==> config.mk <==
export PLATFORM = sky130hd
export DESIGN_NAME = mem_arbiter
export DESIGN_NICKNAME = d
export VERILOG_FILES = /design/src/rtl/mem_arbiter.sv
export SDC_FILE = /design/constraint.sdc
export NUM_CORES = 1
export LEC_CHECK = 0
export CAP_MARGIN = 40
export CORE_AREA = 2 2 106 108
export CTS_BUF_LIST = sky130_fd_sc_hd__clkbuf_8
export CTS_CLUSTER_SIZE = 28
export DETAILED_ROUTE_END_ITERATION = 12
export DIE_AREA = 0 0 108 110
export GPL_TIMING_DRIVEN = 0
export PLACE_DENSITY = 0.84
export SLEW_MARGIN = 10
export SYNTH_ARGS = -nofsm -noshare
export SYNTH_HDL_FRONTEND = slang
export SYNTH_SLANG_ARGS = --single-unit
==> constraint.sdc <==
create_clock -name clk -period 3.8 [get_ports clk]
set_clock_uncertainty 0.05 [all_clocks]
set_input_delay 0.95 -clock clk [delete_from_list [all_inputs] [get_ports clk]]
set_output_delay 0.95 -clock clk [all_outputs]
set_load 0.03 [all_outputs]
==> src/rtl/mem_arbiter.sv <==
// rtl/mem_arbiter.sv - two-port (instruction/data) arbiter onto a single-outstanding unified memory
//
// Purpose: serialises instruction-fetch and load/store requests onto one
// memory port. Only one transaction is in flight at a time (IDLE -> REQ -> RSP).
// Data normally wins arbitration. After STARVE_LIMIT consecutive contested data
// wins, the instruction port is forced to win.
//
// Ports:
//   clk, reset                         clock, asynchronous active-high reset
//   i_req, i_addr                      instruction fetch request
//   i_gnt, i_rvalid, i_rdata           instruction grant / response
//   d_req, d_we, d_addr, d_wdata       load/store request
//   d_gnt, d_rvalid, d_rdata           data grant / response
//   m_req, m_we, m_addr, m_wdata       unified memory request
//   m_gnt, m_rvalid, m_rdata           unified memory grant / response
//   busy                               high whenever a transaction is in progress

module mem_arbiter #(
   parameter int STARVE_LIMIT = 4
) (
   input  logic        clk,
   input  logic        reset,
   input  logic        i_req,
   input  logic [31:0] i_addr,
   output logic        i_gnt,
   output logic        i_rvalid,
   output logic [31:0] i_rdata,
   input  logic        d_req,
   input  logic        d_we,
   input  logic [31:0] d_addr,
   input  logic [31:0] d_wdata,
   output logic        d_gnt,
   output logic        d_rvalid,
   output logic [31:0] d_rdata,
   output logic        m_req,
   output logic        m_we,
   output logic [31:0] m_addr,
   output logic [31:0] m_wdata,
   input  logic        m_gnt,
   input  logic        m_rvalid,
   input  logic [31:0] m_rdata,
   output logic        busy
);

   typedef enum logic [1:0] {IDLE, REQ, RSP} state_t;

   localparam logic [3:0] LIMIT = 4'(STARVE_LIMIT);

   state_t      state, state_nx;
   logic        owner_i;      // 1 = instruction port owns the transaction
   logic [31:0] addr_q;
   logic [31:0] wdata_q;
   logic        we_q;
   logic [3:0]  starve_cnt;
   logic        pick_i;
   logic        take;

   // The instruction port wins when it is alone, or when it has been passed
   // over by data STARVE_LIMIT times in a row.
   always_comb begin
      pick_i = i_req & (~d_req | (starve_cnt == LIMIT));
      take   = (state == IDLE) & (i_req | d_req);
   end

   always_ff @(posedge clk or posedge reset) begin
      if (reset) begin
         state      <= IDLE;
         owner_i    <= 1'b0;
         addr_q     <= 32'h0;
         wdata_q    <= 32'h0;
         we_q       <= 1'b0;
         starve_cnt <= 4'h0;
      end else begin
         state <= state_nx;
         if (take) begin
            owner_i <= pick_i;
            addr_q  <= pick_i ? i_addr : d_addr;
            wdata_q <= pick_i ? 32'h0 : d_wdata;
            we_q    <= pick_i ? 1'b0 : d_we;
            if (pick_i)
               starve_cnt <= 4'h0;
            else if (i_req && starve_cnt != LIMIT)
               starve_cnt <= starve_cnt + 4'h1;  // contested data win
         end
      end
   end

   always_comb begin
      state_nx = state;
      i_gnt    = 1'b0;
      d_gnt    = 1'b0;
      i_rvalid = 1'b0;
      d_rvalid = 1'b0;
      m_req    = 1'b0;
      case (state)
         IDLE: begin
            if (i_req || d_req)
               state_nx = REQ;
         end
         REQ: begin
            m_req = 1'b1;
            i_gnt = m_gnt & owner_i;
            d_gnt = m_gnt & ~owner_i;
            if (m_gnt)
               state_nx = RSP;
         end
         RSP: begin
            i_rvalid = m_rvalid & owner_i;
            d_rvalid = m_rvalid & ~owner_i;
            if (m_rvalid)
               state_nx = IDLE;
         end
         default: state_nx = IDLE;
      endcase
   end

   // Request fields come straight from the latch registers so they stay
   // stable while waiting for m_gnt and hold their value between transactions.
   assign m_addr  = addr_q;
   assign m_wdata = wdata_q;
   assign m_we    = we_q & ~owner_i;
   assign i_rdata = m_rdata;
   assign d_rdata = m_rdata;
   assign busy    = (state != IDLE);

endmodule

# Word level (Yosys, flattened, before mapping)
# Cells that the tools add are included.
dict set report op_classes {
  addsub 1
  n_eq_ne 7
  mux 14
  bitwise_logic 11
  n_reduce_logical 7
}
# operator n
set ops {}
lappend ops {{32-bit two-way mux} 2}
lappend ops {{4-bit two-way mux} 2}
lappend ops {{1-bit bitwise AND} 7}
lappend ops {{1-bit two-way mux} 6}
lappend ops {{2-bit two-way mux} 3}
lappend ops {{2-bit case mux with 3 select lines} 1}
lappend ops {{4-bit by 1-bit adder with 4-bit output, second input constant} 1}
lappend ops {{4-bit by 3-bit == test with 1-bit output, second input constant} 1}
lappend ops {{2-bit != test, second input constant} 2}
lappend ops {{4-bit by 3-bit != test with 1-bit output, second input constant} 1}
lappend ops {{2-bit nonzero test} 2}
lappend ops {{3-bit AND reduction} 1}
lappend ops {{2-bit by 1-bit == test with 1-bit output, second input constant} 1}
lappend ops {{2-bit == test, second input constant} 1}
lappend ops {{2-bit zero test} 1}
lappend ops {{2-bit by 1-bit != test with 1-bit output, second input constant} 1}
lappend ops {{1-bit inverter} 2}
lappend ops {{1-bit bitwise OR} 2}
lappend ops {{2-bit AND reduction} 1}
lappend ops {{1-bit logical AND} 1}
lappend ops {{1-bit logical OR} 1}
dict set report totals {
  reg_bits 72
  in_bits 135
  output_inout_bits 135
  word_cells 46
}

# Depth between registers and ports, before layout
# Gate-level depths: netlist of run 1.
dict set report logic_depth {
  ltp_word 5
  depth_mapped 7
  ltp_nobuf 5
}

# Worst setup path after synthesis of run 1
# Ideal clock, no wire load.
dict set report synth_path {
  path_type {input -> output}
  start {input port m_rvalid}
  end {output port i_rvalid}
  arrival_ns 1.760
  required_time_ns 2.800
  path_slack_ns 1.040
  path_stages 2
  path_buffers 0
  path_cell_list {nand2_1 -> nor3b_1}
}
dict set report synth_between {
  elab_chain_cells 2
}
# item line_no
set synth_lines {}
lappend synth_lines {{start, declared} 40} ;# input logic m_rvalid,
lappend synth_lines {{1-bit bitwise AND} 108} ;# i_rvalid = m_rvalid & owner_i;
lappend synth_lines {{1-bit two-way mux} 95} ;# case (state)
lappend synth_lines {{end, declared} 26} ;# output logic i_rvalid,
# No other way between the ends.

# Worst setup path in the final report of run 1
# Ends and elaborated chain as after synthesis.

==> results of run 1 <==
## final timing paths
| check | to | slack [ns] | cells after the start |
|---|---|---|---|
| worst min register to register | m_wdata[3]$_DFFE_PP0P_ | 0.44 | 1 |
| worst max-delay path | i_rvalid | 0.38 | 4 |
| worst min-delay path | m_wdata[3]$_DFFE_PP0P_ | 0.44 | 1 |
| max in group asynchronous | m_wdata[6]$_DFFE_PP0P_ | 2.30 | 3 |
| worst max register to register | m_addr[31]$_DFFE_PP0P_ | 1.81 | 7 |
| min in group asynchronous | m_wdata[10]$_DFFE_PP0P_ | 0.88 | 2 |
## cell type report
type                            count  area [um2]
Timing Repair Buffer              238        2400
Multi-Input combinational cell    196        1490
Buffer                            102         657
Inverter                            7        28.8
Clock inverter                      7        56.3
Fill cell                         866        3970
Clock buffer                        9         124
Tap cell                          140         175
Sequential cell                    72        1800
## kinds of logic (layout without fill, tap and decap cells)
| group | Yosys count | count (layout) |
|---|---|---|
| AND/OR/NAND/NOR | 120 | 120 |
| buffers and inverters | 109 | 363 |
| AO/OA/AOI/OAI | 74 | 74 |
| flip-flops | 72 | 72 |
| adder cells (fa/ha/maj) | 2 | 2 |
## cells in the mapped netlist (all sizes together), types with 3 or more instances
library cell  instances
buf                  86
o21ai                 4
o311ai                3
inv                   7
a221o                32
clkbuf               16
and4                 32
dfrtp                72
o2bb2ai              33
and3                 33
nand2                 6
nand3                33
## registers in the layout, indices dropped and copies added (netlist names)
signal	flops
m_wdata	32
m_addr	32
owner_i	1
we_q	1
state	2
starve_cnt	4
## through the flow
stage           util  setup TNS (ns)  hold slack (ns)
2_1_floorplan      -               0            0.399
3_3_place_gp   0.609          -12.66            0.421
3_5_place_dp   0.612               0            0.427
4_1_cts        0.629               0            0.444
5_1_grt        0.629               0            0.457
6_report       0.629               0            0.442
## routing by layer
layer | GRT usage | vias up | wire (um)
met5 | 0 | - | 0
met4 | 0.0687 | 0 | 204
met3 | 0.0547 | 18 | 1150
met2 | 0.394 | 196 | 6700
met1 | 0.249 | 1876 | 4950
li1 | - | 1869 | -
## power by group
group	switching [mW]	internal [mW]	total (mW)	leakage, nW
Sequential	0.236	1.11	1.35	0.907
Clock	0.272	0.293	0.565	0.107
Combinational	1.56	1.24	2.80	1.95
Total	2.07	2.64	4.71	2.96
==> impl_metrics.py, run 1 <==
metrics = {
    "grt": {
        "antenna_found_initial": 0,
        "grt.overflow.total": 0,
        "grt_pass1_vias": 4018,
        "grt_max_degree": 49,
        "grt_use_total": 0.216,
        "grt_pass1_wl_mm": 20.0,
    },
    "power_and_ir_drop": {
        "powerDensity_nw_per_um2": 701,
        "ir_drop_mv": 0.399,
        "power_mw": 4.71,
        "leakage_nw": 2.96,
    },
    "place": {
        "place_ws_ns": 0.382,
        "placed_area_um2": 6550,
        "place_inst": 755,
        "dp_hpwl_mm": 10.3,
        "place_congestion": 0.789,
        "portBuffers": 237,
    },
    "status": {
        "outcome": "finished clean",
    },
    "setup_path": {
        "path_max_fanout": 2,
        "critPathBufInv": 2,
        "startpoint_type": "primary input",
        "crit_chain": "clkdlybuf4s50_1, nand2_1, nor3b_1, clkdlybuf4s50_1",
        "crit_type": "primary input to output pin",
        "end_kind": "output pin",
        "slowest_delay_ns": 0.70,
        "critPathArrivalTime_ns": 2.42,
        "r2r-start": "starve_cnt[0]$_DFFE_PP0P_",
        "critPathLaunch": "m_rvalid",
        "worst_path_max_delay_cell": "clkdlybuf4s50_1",
        "path_common_cell": "clkdlybuf4s50_1",
        "required_ns": 2.80,
        "crit_family": "buffers and inverters",
    },
    "timing": {
        "max_slew_margin": 0.602,
        "drv_slew": 0,
        "hold_viol_final": 0,
        "fin_crit_sh": 0.899,
        "report.final.setup_viol": 0,
        "worst_pin_slew_ns": 0.596,
        "fin_ws_ns": 0.383,
        "rsz0062_at_grt": "no",
        "min_period_ns": 3.42,
        "fmax_ghz": 0.293,
    },
    "hold_path": {
        "hold_class": "flip-flop to flip-flop",
        "min_from": "m_wdata[3]$_DFFE_PP0P_",
    },
    "drt": {
        "via_count": 3959,
        "viasPerCell": 5.13,
        "drt_pre_antenna_iters": 4,
        "route.antenna.remaining_nets": 0,
        "drt_iter0_markers": 250,
        "wl_per_cell_um": 16.9,
        "wl_mm": 13.0,
        "remaining_drc_errors": 0,
    },
    "floorplan": {
        "chipHeight_um": 110,
        "die_area_um2": 11900,
        "die_x_um": 108,
        "io-pin-count": 270,
        "initial_utilization": 0.371,
        "coreArea_um2": 10700,
        "rows": 38,
    },
    "logic_synthesis": {
        "synth_top_area_cell": "dfrtp_1",
        "synth_compound_area_frac": 0.169,
        "syn_area_um2": 3970,
        "synth_nets": 514,
        "synthMuxAreaShare": 0,
        "synth_ff_type": "dfrtp_1",
        "synth_seq_area_share": 0.454,
        "netlist_instances": 377,
        "synth_xor_xnor_area_share": 0,
        "synth_area_leaders": "dfrtp_1, buf_4, a221o_1",
        "synth_top_family_by_area": "simple AND/OR/NAND/NOR gates",
        "yosys.area.top_type_share": 0.454,
        "ys_seq_elements": 72,
        "synth.avg_cell_area_um2": 10.5,
        "synth_fa_ha_area_frac": 0.00630,
        "ys_async_sr_fraction": 1.00,
        "synth_edf_count": 0,
        "synthSimpleGateAreaFrac": 0.199,
        "yosysWarnings": 0,
        "yosysUniqueCellTypes": 32,
    },
    "finish": {
        "fin_area_um2": 6730,
        "area_delta_synth_final_pct": 69.5,
        "fin_cells": 771,
        "antenna_cells": 0,
        "final_common_cell": "clkdlybuf4s50_1",
        "final_cell_mix": "clkdlybuf4s50_1, dfrtp_1, buf_4",
        "layout.nets": 763,
        "drive_gt1_frac": 0.162,
    },
    "clock_tree": {
        "clkTransAtPathRegs_ns": 0.07,
        "cts_sinks": 72,
        "hold_buffers": 0,
        "cts_root_buf": "clkbuf_8",
        "cts_tree": "built",
        "cts.repair.resized": 0,
        "clockBufferDepth": 2,
        "cts_setup_buffers": 0,
        "ctsHtreeMaxLevel": 3,
        "cts_made_buffers": 9,
        "clk_latency_ns": 0.34,
    },
    "run": {
        "maxCapViolCount": 0,
    },
}
No activity file was read; power rests on OpenSTA's default activity.
==> inputs of run 2 (changes only) <==
Settings changed: CTS_CLUSTER_SIZE 28 to 24.
==> results of run 2 <==
Same layout as run 1: the final DEF is identical, and so are final timing and power.
==> inputs of run 3 (changes only) <==
Settings changed: CORE_AREA 2 2 106 108 to 2 2 104 106, CTS_BUF_LIST sky130_fd_sc_hd__clkbuf_8 to not set, DIE_AREA 0 0 108 110 to 0 0 106 108, PLACE_DENSITY 0.84 to 0.86.
==> impl_metrics.py, run 3 (same netlist as run 1, synthesis figures left out) <==
metrics = {
    "finish": {
        "area_delta_synth_final_pct": 68.8,
        "final_common_cell": "clkdlybuf4s50_1",
        "seqCellArea_um2": 1800,
        "antenna_cells": 0,
        "final_cell_mix": "clkdlybuf4s50_1, dfrtp_1, buf_4",
        "fin_cells": 767,
        "drive_gt1_frac": 0.163,
        "multiInputGateArea_um2": 1490,
        "num-fill-cells": 807,
        "utilization": 0.655,
        "layout.nets": 763,
    },
    "setup_path": {
        "r2r_slack_ns": 1.84,
        "required_ns": 2.80,
        "end_kind": "output pin",
        "critPathArrivalTime_ns": 2.38,
        "r2r-start": "starve_cnt[0]$_DFFE_PP0P_",
        "path_max_fanout": 2,
        "r2r_end": "m_addr[2]$_DFFE_PP0P_",
        "crit_type": "primary input to output pin",
        "rr_worst_depth": 7,
        "startpoint_type": "primary input",
        "critPathLaunch": "m_rvalid",
    },
    "power_and_ir_drop": {
        "ir_drop_mv": 0.431,
        "swShare": 0.439,
        "p_seq_frac": 0.290,
        "p_clk_frac": 0.112,
        "power.internal_mw": 2.60,
        "leakage_nw": 2.94,
        "combPwrFrac": 0.599,
        "powerDensity_nw_per_um2": 692,
        "power_mw": 4.64,
        "power_switching_mw": 2.04,
    },
    "clock_tree": {
        "clkTransAtPathRegs_ns": 0.07,
        "hold_buffers": 0,
        "cts_setup_buffers": 0,
        "cts.repair.resized": 0,
        "ctsHtreeMaxLevel": 3,
        "clockBufferDepth": 2,
        "cts_made_buffers": 9,
        "cts_tree": "built",
        "cts_root_buf": "clkbuf_8",
        "cts_sinks": 72,
        "clk_latency_ns": 0.33,
    },
    "floorplan": {
        "rows": 37,
        "initial_utilization": 0.388,
        "io-pin-count": 270,
        "coreArea_um2": 10200,
        "chipHeight_um": 108,
        "die_x_um": 106,
        "die_area_um2": 11400,
    },
    "grt": {
        "grt_pass1_wl_mm": 18.9,
        "grt.overflow.total": 0,
        "grt_use_total": 0.210,
        "grt_max_degree": 43,
        "antenna_found_initial": 0,
        "grt_pass1_vias": 3874,
    },
    "timing": {
        "min_period_ns": 3.38,
        "rsz0062_at_grt": "no",
        "drv_slew": 0,
        "max_slew_margin": 0.646,
        "report.final.setup_viol": 0,
        "hold_viol_final": 0,
        "fin_crit_sh": 0.889,
        "hold_slack_ns": 0.439,
        "fmax_ghz": 0.296,
        "worst_pin_slew_ns": 0.532,
    },
    "drt": {
        "route.antenna.remaining_nets": 0,
        "viasPerCell": 5.14,
        "via_count": 3940,
        "drt_iter0_markers": 184,
        "remaining_drc_errors": 0,
        "wl_mm": 12.5,
        "drt_pre_antenna_iters": 4,
        "wl_per_cell_um": 16.3,
    },
    "place": {
        "dp_hpwl_mm": 9.78,
        "portBuffers": 237,
        "place_congestion": 0.803,
        "place_inst": 751,
    },
    "run": {
        "maxCapViolCount": 0,
    },
    "hold_path": {
        "hold_class": "flip-flop to flip-flop",
        "hold_path_depth": 1,
        "min_from": "m_wdata[27]$_DFFE_PP0P_",
        "holdPathEnd": "m_wdata[27]$_DFFE_PP0P_",
    },
    "status": {
        "outcome": "finished clean",
    },
}
[run 3: changes by cell type in the layout (fill, tap and decap cells not counted)]
cell,change
clkbuf_1,+2
inv_1,-3
buf_16,-1
clkbuf_8,+1
clkinv_2,+1
buf_12,+1
bufinv_16,-1
[run 3: power groups by stage]
stage | sequential (mW) | combinational [mW] | clock, mW
floorplan | 1.90 | 1.10 | 0
global placement | 1.33 | 2.74 | 0
detailed placement | 1.34 | 2.80 | 0
CTS | 1.34 | 2.80 | 0.534
global route | 1.38 | 2.95 | 0.569
finish | 1.34 | 2.78 | 0.518
[run 3: cell type report]
type                    count  area share
multi-input cells         196       0.222
clock inverters             4     0.00299
well taps                 136      0.0254
plain buffers             102      0.0980
flip-flops and latches     72       0.269
repair buffers            238       0.357
inverters                   7     0.00430
clock buffers              12      0.0217
[run 3: critical path, stage by stage]
cell and delay (ns):
clkdlybuf4s50_1 0.47, nand2_1 0.07, nor3b_1 0.20, clkdlybuf4s50_1 0.69
[run 3: per-layer routing]
layer  GRT usage  part of all wire  up-vias
met5           0                 0        -
li1            -                 -     1861
met1       0.254              0.41     1863
met2       0.355              0.49      202
met3      0.0627             0.083       14
met4      0.0799             0.016        0
[run 3: worst max path at each step]
stage | endpoint | cells after the start | slack (ns)
floorplan | m_addr[0]$_DFFE_PP0P_ | 1 | 0.98
global placement | m_wdata[0]$_DFFE_PP0P_ | 2 | -0.14
detailed placement | i_rvalid | 4 | 0.42
CTS | i_rvalid | 4 | 0.41
global route | busy | 5 | 0.31
finish | i_rvalid | 4 | 0.42
[run 3: stage by stage]
step                      setup TNS, ns  instance area [um2]  setup slack, ns
after global placement           -10.11                 6510           -0.142
final                                 0                 6700            0.421
after detailed placement              0                 6540            0.416
after floorplan                       0                 3970            0.975
after CTS                             0                 6700            0.410
after global routing                  0                 6700            0.313
